$ cat src/rtl/fetch_pkg.sv
// fetch_pkg: shared widths, constants and the queue entry type for the fetch stage.
package fetch_pkg;
    localparam int XLEN = 32;
    localparam int INSTR_W = 32;
    localparam logic [XLEN-1:0] PC_STEP = 32'd4;
    localparam logic [XLEN-1:0] RESET_PC_DEFAULT = 32'h0000_0000;
    localparam logic [INSTR_W-1:0] INSTR_NOP = 32'h0000_0013;

    typedef struct packed {
        logic [XLEN-1:0]    pc;
        logic [INSTR_W-1:0] instr;
    } fetch_entry_t;
endpackage

$ cat src/rtl/fetch_if.sv
// fetch_if: ROM port, redirect input and decode-side handshake of the fetch stage.
interface fetch_if #(parameter int MEM_DEPTH = 16);
    import fetch_pkg::*;
    logic [MEM_DEPTH-1:0] imem_addr;
    logic [INSTR_W-1:0]   imem_rdata;
    logic                 redirect_valid;
    logic [XLEN-1:0]      redirect_pc;
    logic                 out_valid;
    logic                 out_ready;
    logic [INSTR_W-1:0]   out_instr;
    logic [XLEN-1:0]      out_pc;
    logic                 misalign_err;

    modport master (
        output imem_addr, out_valid, out_instr, out_pc, misalign_err,
        input  imem_rdata, redirect_valid, redirect_pc, out_ready
    );
    modport slave (
        input  imem_addr, out_valid, out_instr, out_pc, misalign_err,
        output imem_rdata, redirect_valid, redirect_pc, out_ready
    );
endinterface

$ cat src/rtl/fetch_queue.sv
// fetch_queue: synchronous FIFO of {pc, instr} entries; flush beats push and pop.
module fetch_queue
    import fetch_pkg::*;
#(
    parameter int DEPTH = 2
) (
    input  logic                     clk_i,
    input  logic                     rst_i,
    input  logic                     push_i,
    input  logic                     pop_i,
    input  logic                     flush_i,
    input  fetch_entry_t             data_i,
    output fetch_entry_t             data_o,
    output logic [$clog2(DEPTH):0]   count_o
);
    localparam int AW = $clog2(DEPTH);
    localparam int CW = AW + 1;

    fetch_entry_t    mem_q [DEPTH];
    logic [AW-1:0]   wr_q, wr_d, rd_q, rd_d;
    logic [CW-1:0]   cnt_q, cnt_d;

    always_comb begin
        wr_d  = flush_i ? '0 : wr_q + AW'(push_i);
        rd_d  = flush_i ? '0 : rd_q + AW'(pop_i);
        cnt_d = flush_i ? '0 : cnt_q + CW'(push_i) - CW'(pop_i);
    end

    // Storage is reset too so the head reads as zero out of reset.
    always_ff @(posedge clk_i or posedge rst_i) begin
        if (rst_i) begin
            wr_q  <= '0;
            rd_q  <= '0;
            cnt_q <= '0;
            for (int i = 0; i < DEPTH; i++) mem_q[i] <= '0;
        end else begin
            wr_q  <= wr_d;
            rd_q  <= rd_d;
            cnt_q <= cnt_d;
            if (push_i && !flush_i) mem_q[wr_q] <= data_i;
        end
    end

    assign data_o  = mem_q[rd_q];
    assign count_o = cnt_q;
endmodule

$ cat src/rtl/fetch_unit.sv
// fetch_unit: PC register, one ROM fetch per cycle into a small queue, redirect with flush.
module fetch_unit
    import fetch_pkg::*;
#(
    parameter int              MEM_DEPTH = 16,
    parameter logic [XLEN-1:0] RESET_PC  = RESET_PC_DEFAULT,
    parameter int              QDEPTH    = 2
) (
    input logic     clock,
    input logic     reset,
    fetch_if.master bus
);
    localparam int CW = $clog2(QDEPTH) + 1;

    logic [XLEN-1:0] pc_q, pc_d;
    logic            err_q, err_d;
    logic            push, pop, valid;
    logic [CW-1:0]   count;
    fetch_entry_t    entry, head;

    assign valid = count != '0;
    assign pop   = valid && bus.out_ready;
    // A pop frees a slot in the same cycle, so a full queue can still fetch.
    assign push  = !bus.redirect_valid && (count != CW'(QDEPTH) || pop);
    assign entry = '{pc: pc_q, instr: bus.imem_rdata};

    always_comb begin
        pc_d  = bus.redirect_valid ? {bus.redirect_pc[XLEN-1:2], 2'b00} : push ? pc_q + PC_STEP : pc_q;
        err_d = err_q || (bus.redirect_valid && bus.redirect_pc[1:0] != 2'b00);
    end

    always_ff @(posedge clock or posedge reset) begin
        if (reset) begin
            pc_q  <= RESET_PC;
            err_q <= 1'b0;
        end else begin
            pc_q  <= pc_d;
            err_q <= err_d;
        end
    end

    fetch_queue #(.DEPTH(QDEPTH)) u_queue (
        .clk_i   (clock),
        .rst_i   (reset),
        .push_i  (push),
        .pop_i   (pop),
        .flush_i (bus.redirect_valid),
        .data_i  (entry),
        .data_o  (head),
        .count_o (count)
    );

    assign bus.imem_addr    = pc_q[MEM_DEPTH-1:0];
    assign bus.out_valid    = valid;
    assign bus.out_pc       = head.pc;
    assign bus.out_instr    = head.instr;
    assign bus.misalign_err = err_q;
endmodule

$ cat src/flat_wrapper.sv
// flat-port wrapper written by rule: the top's interface ports become plain ports
module fetch_unit_flat import fetch_pkg::*;
#(
    parameter int              MEM_DEPTH = 16,
    parameter logic [XLEN-1:0] RESET_PC  = RESET_PC_DEFAULT,
    parameter int              QDEPTH    = 2
)
  (clock, reset, bus_imem_addr, bus_out_valid, bus_out_instr, bus_out_pc, bus_misalign_err, bus_imem_rdata, bus_redirect_valid, bus_redirect_pc, bus_out_ready);
  fetch_if #(.MEM_DEPTH(MEM_DEPTH)) bus_i ();
  input logic clock;
  input logic reset;
  output wire logic [$bits(bus_i.imem_addr)-1:0] bus_imem_addr;
  output wire logic [$bits(bus_i.out_valid)-1:0] bus_out_valid;
  output wire logic [$bits(bus_i.out_instr)-1:0] bus_out_instr;
  output wire logic [$bits(bus_i.out_pc)-1:0] bus_out_pc;
  output wire logic [$bits(bus_i.misalign_err)-1:0] bus_misalign_err;
  input wire logic [$bits(bus_i.imem_rdata)-1:0] bus_imem_rdata;
  input wire logic [$bits(bus_i.redirect_valid)-1:0] bus_redirect_valid;
  input wire logic [$bits(bus_i.redirect_pc)-1:0] bus_redirect_pc;
  input wire logic [$bits(bus_i.out_ready)-1:0] bus_out_ready;
  assign bus_imem_addr = bus_i.imem_addr;
  assign bus_out_valid = bus_i.out_valid;
  assign bus_out_instr = bus_i.out_instr;
  assign bus_out_pc = bus_i.out_pc;
  assign bus_misalign_err = bus_i.misalign_err;
  assign bus_i.imem_rdata = bus_imem_rdata;
  assign bus_i.redirect_valid = bus_redirect_valid;
  assign bus_i.redirect_pc = bus_redirect_pc;
  assign bus_i.out_ready = bus_out_ready;
  fetch_unit #(.MEM_DEPTH(MEM_DEPTH), .RESET_PC(RESET_PC), .QDEPTH(QDEPTH)) u_core (.clock(clock), .reset(reset), .bus(bus_i));
endmodule
$ cat config.mk
export PLATFORM = sky130hd
export DESIGN_NAME = fetch_unit_flat
export DESIGN_NICKNAME = d
export VERILOG_FILES = /design/src/rtl/fetch_pkg.sv /design/src/rtl/fetch_if.sv /design/src/rtl/fetch_queue.sv /design/src/rtl/fetch_unit.sv /design/src/flat_wrapper.sv
export SDC_FILE = /design/constraint.sdc
export NUM_CORES = 1
export LEC_CHECK = 0
export CAP_MARGIN = 30
export CORE_UTILIZATION = 37
export DETAILED_ROUTE_END_ITERATION = 10
export PLACE_DENSITY_LB_ADDON = 0.2
export SYNTH_ARGS = -nofsm -noshare
export SYNTH_HDL_FRONTEND = slang
export SYNTH_HIERARCHICAL = 1
export SYNTH_SLANG_ARGS = --single-unit
$ cat constraint.sdc
create_clock -name clock -period 4.9 [get_ports clock]
set_input_delay 1.47 -clock clock [delete_from_list [all_inputs] [get_ports clock]]
set_output_delay 1.47 -clock clock [all_outputs]
set_load 0.005 [all_outputs]
Word level (Yosys, flattened, before mapping)
Index checks and enable logic that the tools add are counted.
Storage, ports and cells
  bits in registers: 165
  latch bits: 0
  RAM bits: 0
  bits in read-only memories: 0
  input port bits: 68
  output and inout bits: 82
  word-level logic and storage cells: 42
  memories: 0
Cells by class
  add/subtract/negate cells: 5
  multipliers: 0
  div/mod/pow operators: 0
  order comparisons: 3
  eq/ne operators: 1
  shifts and indexed selects: 0
  muxes and demuxes: 11
  bitwise gates (word level): 2
  reductions and logical operators: 11
Operators with widths (count)
  2-to-1 mux 64 bit: 4
  bitwise mux 128 bit: 1
  demux 64 bit (select 1 bit): 1
  2-to-1 mux 32 bit: 2
  adder 32 x 3 -> 32 bit, second input constant: 1
  nonzero test 2 bit: 3
  logical AND 1 bit: 5
  greater-or-equal comparator 2 bit, second input constant: 2
  inverter 1 -> 2 bit: 2
  adder 1 bit: 2
  adder 2 x 1 -> 2 bit: 1
  logical OR 1 bit: 2
  less-than comparator 2 x 1 -> 1 bit, second input constant: 1
  2-to-1 mux 1 bit: 2
  2-to-1 mux 2 bit: 1
  inequality test 2 bit, second input constant: 1
  subtractor 2 x 1 -> 2 bit: 1
  logical NOT 1 bit: 1

Longest topological paths before layout
Gate-level depths: netlist (run 1).
  word-level depth: 7
  mapped depth: 7
  depth with buffers taken out: 7

Cells and area by module
The synthesis (run 1) kept the hierarchy.
Modules (own cells, without submodules)
  fetch_queue: instances 1, cells each 359, area an instance 6052.1 um^2, seq. area each 3303.2 um^2
  fetch_unit: instances 1, cells each 237, area an instance 2008.2 um^2, seq. area each 775.7 um^2

Least setup slack after synthesis (run 1)
No wires, ideal clock.
  kind: in2reg
  from: input port bus_redirect_valid
  to: register u_core/u_queue/mem_q[113] (netlist name)
  library setup time: 0.125 ns
  arrival: 2.914 ns
  data required time: 4.775 ns
  slack: 1.862 ns
  cell stages on the path: 7
  buffers on the path: 4
  cells stage by stage: clkbuf_1 > buf_1 > nor2_1 > nor3b_2 > buf_6 > buf_6 > mux2_2
On the way
  cells in the longest elaborated chain, start to end: 3
Ends and longest elaborated chain
  start: declaration: line flat_wrapper.sv:18  | input wire logic [$bits(bus_i.redirect_valid)-1:0] bus_redirect_valid;
  logical NOT 1 bit: line fetch_unit.sv:24  | assign push = !bus.redirect_valid && (count != CW'(QDEPTH) || pop);
  logical AND 1 bit: line fetch_unit.sv:24
  via u_core.push: line fetch_unit.sv:17  | logic push, pop, valid;
  logical AND 1 bit: line fetch_queue.sv:40  | if (push_i && !flush_i) mem_q[wr_q] <= data_i;
  end signal: indexed assignment: line fetch_queue.sv:40
  end: declaration: line fetch_queue.sv:19  | fetch_entry_t mem_q [DEPTH];
The timed path passes the listed nets, and every way through them passes these cells.
A chain may end at the register's enable or synchronous reset.

Worst setup path after layout (run 1)
  from: register u_core.u_queue.rd_q
  to: output port bus_out_pc[29]
On the way
  cells in the longest elaborated chain, start to end: 4
Ends and longest elaborated chain
  start: declaration: line fetch_queue.sv:20  | logic [AW-1:0] wr_q, wr_d, rd_q, rd_d;
  start signal: assignment: line fetch_queue.sv:38  | rd_q <= rd_d;
  inverter 1 -> 2 bit (not written as such): line fetch_queue.sv:44  | assign data_o = mem_q[rd_q];
  2-to-1 mux 64 bit (not written as such) (3 in series): line fetch_queue.sv:44
  end: declaration: line flat_wrapper.sv:15  | output wire logic [$bits(bus_i.out_pc)-1:0] bus_out_pc;
Every way passes these cells. The select of a mux whose other input is x is not followed.

==> impl_metrics.json, run 1 <==
{
  "ys_seq_elements": 163,
  "drive_gt1_share_pct": 31.94,
  "syn_avg_cell_area_um2": 13.52,
  "yosys_warnings": 6,
  "dpl_cell_area_mm2": 0.009584,
  "crit_family": "flip-flops",
  "first_pass_iters": 4,
  "antenna_found_initial": 0,
  "antenna_cells": 0,
  "placementRows": 53,
  "worst_pin_slew_ns": 0.8755,
  "holdPathEnd": "u_core/bus.misalign_err$_DFF_PP0_",
  "yosys-top-cells-area": "dfrtp_1 (51%), mux2_2 (18%), mux2_4 (11%)",
  "synth-compound-area-share_pct": 3.772,
  "min_from": "u_core/bus.misalign_err$_DFF_PP0_",
  "path_cells": "buf_12, mux2_2, clkdlybuf4s50_1",
  "fmaxAchievable_ghz": 0.2506,
  "fillers": 1904,
  "core_mm2": 0.02122,
  "critPathLaunchType": "flop",
  "cts_tree": "built",
  "status": "complete, no violations",
  "grt_overflow": 0,
  "reg2reg_depth": 5,
  "clock_sink_count": 163,
  "first_iter_violations": 303,
  "synth_edf_count": 0,
  "grt_pass1_vias": 5555,
  "gp_congestion": 0.8169,
  "regArea_mm2": 0.004080,
  "fin_util_pct": 47.91,
  "synthFlopType": "dfrtp_1",
  "holdPathStages": 1,
  "areaGrowthSynthToFinish_pct": 26.14,
  "htree_levels": 4,
  "slew_viol_final": 0,
  "finalNetCount": 798,
  "io_pins": 150,
  "synth_cells": 596,
  "synth_cell_type_count": 48,
  "p_leak_nw": 4.281,
  "crit_type": "flop to output port",
  "synthXorXnorAreaFrac_pct": 1.583,
  "setup_viol": 0,
  "max-slew-margin-rel_pct": 41.57,
  "powerDensity_mw_per_mm2": 545.3,
  "clkTransAtPathRegs_ns": 0.07,
  "ctsHoldBuffers": 0,
  "whs_ns": 0.4728,
  "start_util_pct": 37.98,
  "die-area_mm2": 0.02238,
  "cpPeakStageDelay_ns": 0.89,
  "num_vias": 5240,
  "dp_hpwl_um": 12250,
  "p_total_w": 0.005544,
  "die_x_um": 149.6,
  "track_usage_pct": 17.56,
  "max-vdd-ir-drop_uv": 214.9,
  "final_common_cell": "dfrtp_1",
  "die_h_um": 149.6,
  "cts_resized": 0,
  "maxCapViolCount": 0,
  "r2r_start": "u_core/u_queue/count_o[0]$_DFF_PP0_",
  "synthAdderAreaFrac_pct": 0.4657,
  "synthesis.area_mm2": 0.008060,
  "ys_async_sr_fraction_pct": 100.0,
  "fin_crit_sh_pct": 81.44,
  "worstSkewPairLatency_ns": 0.42,
  "required_ns": 3.43,
  "path_max_fanout": 39,
  "setup_tns_ns": 0,
  "crit_path_end_kind": "output port",
  "layout_common_cells": "dfrtp_1 (162), clkdlybuf4s50_1 (147), mux2_2 (128)",
  "cts_buffers": 17,
  "postRouteAntennaNets": 0,
  "r2r-end": "u_core/u_queue/mem_q[34]$_DFFE_PP0P_",
  "postCtsSetupBuffers": 0,
  "r2r_slack_ns": 2.58,
  "synth_mux_area_share_pct": 29.88,
  "synth_top_area_share_pct": 50.61,
  "worstPathArrival_ns": 2.52,
  "avgRoutedWirePerCell_um": 18.45,
  "multiInputGateArea_mm2": 0.003565,
  "hold_viol": 0,
  "cts_buffer_depth": 2,
  "rsz0062_at_grt": "false",
  "port_buffers": 147,
  "drc_errors": 0,
  "cts_root_buf": "clkbuf_16",
  "grt_max_degree": 133,
  "final_area_mm2": 0.01017,
  "finalClockSkew_ns": 0.01029,
  "slowest_stage": "dfrtp_2",
  "synth-simple-area-share_pct": 8.165,
  "yosysSeqAreaShare_pct": 50.61,
  "routed_wl_um": 18710,
  "synth_top_family_by_area": "multiplexers",
  "path_buf_inv": 2,
  "via_per_inst": 5.168,
  "yosysTopAreaCell": "dfrtp_1",
  "fin_crit_ns": 3.990,
  "hp-class": "flop to flop",
  "grt_pass1_wl_um": 30170
}
[layer usage]
layer  share of wire, %  global-route usage, %  vias up
met2                 47                  28.17      148
met1                 46                  23.12     2667
li1                   -                      -     2404
met3                4.6                  3.537       21
met5                  0                      0        -
met4                2.0                  7.092        0
[metrics by stage]
step | setup slack (ns) | instances
2_1_floorplan | 1.793 | 601
3_3_place_gp | 1.095 | 982
3_5_place_dp | 1.046 | 983
4_1_cts | 0.8918 | 1014
5_1_grt | 0.7835 | 1014
6_report | 0.9097 | 1014
[synth_stat cells, types with 8 or more instances]
cell type and instances:
dfrtp_1 163, mux2_2 128, mux2_4 60, nand2_1 20, nor2_1 20, nand4_1 17
buf_4 16, nand3_1 16, o21ai_0 15, a31oi_1 13, o31ai_1 11, clkbuf_1 10
or4_1 9, buf_2 8, buf_6 8, inv_1 8
[registers in the layout (all words and copies together), names as in the netlist]
signal,flops
u_core/u_queue/count_o,2
u_core/u_queue/rd_q,1
u_core/pc_q,30
u_core/bus.misalign_err,1
u_core/u_queue/wr_q,1
u_core/u_queue/mem_q,128
[worst max path at each step]
stage	startpoint	end	slack, ns	cells after the start
after floorplan	reset	u_core/u_queue/count_o[0]$_DFF_PP0_	1.79	1
after global placement	bus_out_ready	u_core/u_queue/mem_q[34]$_DFFE_PP0P_	1.10	6
after detailed placement	bus_out_ready	u_core/u_queue/mem_q[34]$_DFFE_PP0P_	1.05	6
after CTS	u_core/u_queue/rd_q$_DFF_PP0_	bus_out_pc[27]	0.89	3
after global routing	u_core/u_queue/rd_q$_DFF_PP0_	bus_out_pc[29]	0.78	3
final	u_core/u_queue/rd_q$_DFF_PP0_	bus_out_pc[29]	0.91	3
[final cells by class]
cell class | count | share of cell area [%]
clock buffer | 20 | 4.393
multi-input combinational | 381 | 35.06
sequential | 163 | 40.13
tap | 275 | 3.384
clock inverter | 11 | 1.341
timing repair buffer | 156 | 15.36
inverter | 8 | 0.3323
[where the power goes]
group	internal [W]	total (W)	switching [W]	leakage, nW
Clock	0.000807	0.00133	0.000525	0.289
Sequential	0.00184	0.00218	0.000341	1.92
Combinational	0.00142	0.00203	0.000612	2.08
[kinds of logic (layout without fill, tap and decap cells)]
group           after synthesis  in the layout
buf+inv                      57            195
compound gates               47             47
simple gates                118            118
fa+ha+maj                     3              3
mux                         194            194
flops                       163            163
xor+xnor                     13             13
other cells                   1              6
(Power assumes the default switching activity.)
==> run 2: changes to the inputs <==
==> constraint.sdc (replaced) <==
create_clock -name clock -period 4.03 [get_ports clock]
set_input_delay 1.209 -clock clock [delete_from_list [all_inputs] [get_ports clock]]
set_output_delay 1.209 -clock clock [all_outputs]
set_load 0.005 [all_outputs]
==> impl_metrics.json, run 2 (synthesized netlist as in run 1, its figures left out) <==
{
  "worstPathArrival_ns": 2.29,
  "hp-class": "flop to flop",
  "rsz0062_at_grt": "false",
  "path_buf_inv": 2,
  "cts_root_buf": "clkbuf_16",
  "p_sw_share_pct": 27.48,
  "finalClockSkew_ns": 0.006564,
  "grt_pass1_wl_um": 29590,
  "grt_pass1_vias": 5604,
  "fillers": 1884,
  "drc_errors": 0,
  "top_register": "u_core/u_queue/mem_q",
  "critPathLaunchType": "flop",
  "p_switching_w": 0.001834,
  "core_mm2": 0.02122,
  "io_pins": 150,
  "layout_common_cells": "dfrtp_1 (162), clkdlybuf4s50_1 (147), mux2_2 (128)",
  "slew_viol_final": 0,
  "layout.cells.non_filler": 1015,
  "antenna_cells": 0,
  "fin_crit_sh_pct": 86.86,
  "path_cells": "buf_12, mux2_2, clkdlybuf4s50_1",
  "setup_tns_ns": 0,
  "slowest_stage": "dfrtp_2",
  "required_ns": 2.82,
  "postCtsSetupBuffers": 0,
  "grt_max_degree": 65,
  "crit_path_end_kind": "output port",
  "largest_register_ffs": 128,
  "port_buffers": 147,
  "die-area_mm2": 0.02238,
  "path_max_fanout": 52,
  "first_iter_violations": 246,
  "first_pass_iters": 7,
  "powerDensity_mw_per_mm2": 654.5,
  "track_usage_pct": 17.33,
  "crit_family": "buffers and inverters",
  "hold_viol": 0,
  "via_per_inst": 5.102,
  "power_frac_clock_pct": 23.3,
  "placementRows": 53,
  "worstSkewPairLatency_ns": 0.42,
  "p_total_w": 0.006672,
  "dp_hpwl_um": 12160,
  "cpPeakStageDelay_ns": 0.61,
  "cts_resized": 0,
  "setup_viol": 0,
  "cts_tree": "built",
  "max-vdd-ir-drop_uv": 265.4,
  "areaGrowthSynthToFinish_pct": 26.48,
  "ctsHoldBuffers": 0,
  "die_x_um": 149.6,
  "cts_buffer_depth": 2,
  "place_inst": 983,
  "antenna_found_initial": 0,
  "grt_overflow": 0,
  "max-slew-margin-rel_pct": 43.47,
  "die_h_um": 149.6,
  "avgRoutedWirePerCell_um": 18.21,
  "routed_wl_um": 18490,
  "worst_pin_slew_ns": 0.8470,
  "seq_power_share_pct": 39.4,
  "gp_congestion": 0.7829,
  "num_vias": 5179,
  "cts_buffers": 17,
  "status": "complete, no violations",
  "htree_levels": 4,
  "crit_type": "flop to output port",
  "internal_power_w": 0.004838,
  "drive_gt1_share_pct": 32.30,
  "pwr-share-comb_pct": 37.2,
  "postRouteAntennaNets": 0,
  "start_util_pct": 37.98,
  "maxCapViolCount": 0,
  "fmaxAchievable_ghz": 0.2857,
  "final_common_cell": "dfrtp_1",
  "fin_crit_ns": 3.500,
  "p_leak_nw": 4.277,
  "finalNetCount": 798,
  "clkTransAtPathRegs_ns": 0.07,
  "clock_sink_count": 163
}
[run 2: cell count changes in the layout (fill, tap and decap cells not counted)]
cell,change
inv_8,+1
buf_4,-3
buf_12,+3
clkinv_4,+5
clkinv_2,-4
bufinv_16,-2
clkinvlp_4,+3
clkbuf_1,-2
[run 2: final cells by class]
cell class | instances | area (µm²) | share of cell area, %
clock buffers | 18 | 439.2 | 4.308
clock inverters | 14 | 133.9 | 1.313
inverters | 8 | 33.78 | 0.3314
multi-input cells | 381 | 3565 | 34.97
flip-flops and latches | 163 | 4080 | 40.02
well taps | 275 | 344.1 | 3.375
repair buffers | 156 | 1599 | 15.68
[run 2: path summary, 6_finish.rpt]
path                                                   endpoint  slack, ns  depth (start not counted)                         startpoint
hold / removal                u_core/bus.misalign_err$_DFF_PP0_       0.48                          1  u_core/bus.misalign_err$_DFF_PP0_
setup reg to reg                    u_core/pc_q[16]$_DFFE_PP0P_       1.74                          5         u_core/pc_q[3]$_DFFE_PP0P_
setup / recovery                                 bus_out_pc[28]       0.53                          3      u_core/u_queue/rd_q$_DFF_PP0_
min in group asynchronous     u_core/bus.misalign_err$_DFF_PP0_       1.25                          3                              reset
hold reg to reg               u_core/bus.misalign_err$_DFF_PP0_       0.48                          1  u_core/bus.misalign_err$_DFF_PP0_
max in group asynchronous  u_core/u_queue/mem_q[45]$_DFFE_PP0P_       2.04                          3                              reset
[run 2: power groups by stage]
| stage | logic, W | clock network [W] | registers [W] |
|---|---|---|---|
| 2_1_floorplan | 0.00153 | 0 | 0.00250 |
| 3_3_place_gp | 0.00246 | 0 | 0.00261 |
| 3_5_place_dp | 0.00251 | 0 | 0.00264 |
| 4_1_cts | 0.00253 | 0.00161 | 0.00263 |
| 5_1_grt | 0.00269 | 0.00168 | 0.00271 |
| 6_report | 0.00249 | 0.00156 | 0.00263 |
[run 2: metrics by stage]
step           instance area (µm²)  worst slack, ns  hold WS (ns)  utilization, %
3_5_place_dp                  9622           0.6569        0.4603           45.34
5_1_grt                      10190           0.4379        0.4953           48.04
3_3_place_gp                  9617           0.7191        0.4544           45.32
4_1_cts                      10190           0.5008        0.4822           48.04
6_report                     10190           0.5296        0.4761           48.04
2_1_floorplan                 8083            1.184        0.4541               -
[run 2: layer usage]
| layer | part of all wire [%] | global-route usage [%] |
|---|---|---|
| met1 | 46 | 22.18 |
| met2 | 48 | 28.38 |
| met3 | 4.5 | 4.268 |
| met4 | 1.6 | 6.071 |
| met5 | 0 | 0 |
==> run 3: changes to the inputs <==
--- a/config.mk
+++ b/config.mk
@@ -9,6 +9,7 @@
 export CORE_UTILIZATION = 37
 export DETAILED_ROUTE_END_ITERATION = 10
 export PLACE_DENSITY_LB_ADDON = 0.2
+export SKIP_CTS_REPAIR_TIMING = 1
 export SYNTH_ARGS = -nofsm -noshare
 export SYNTH_HDL_FRONTEND = slang
 export SYNTH_HIERARCHICAL = 1
==> results of run 3 <==
No change in the layout: final DEF, timing and power equal those of run 2.
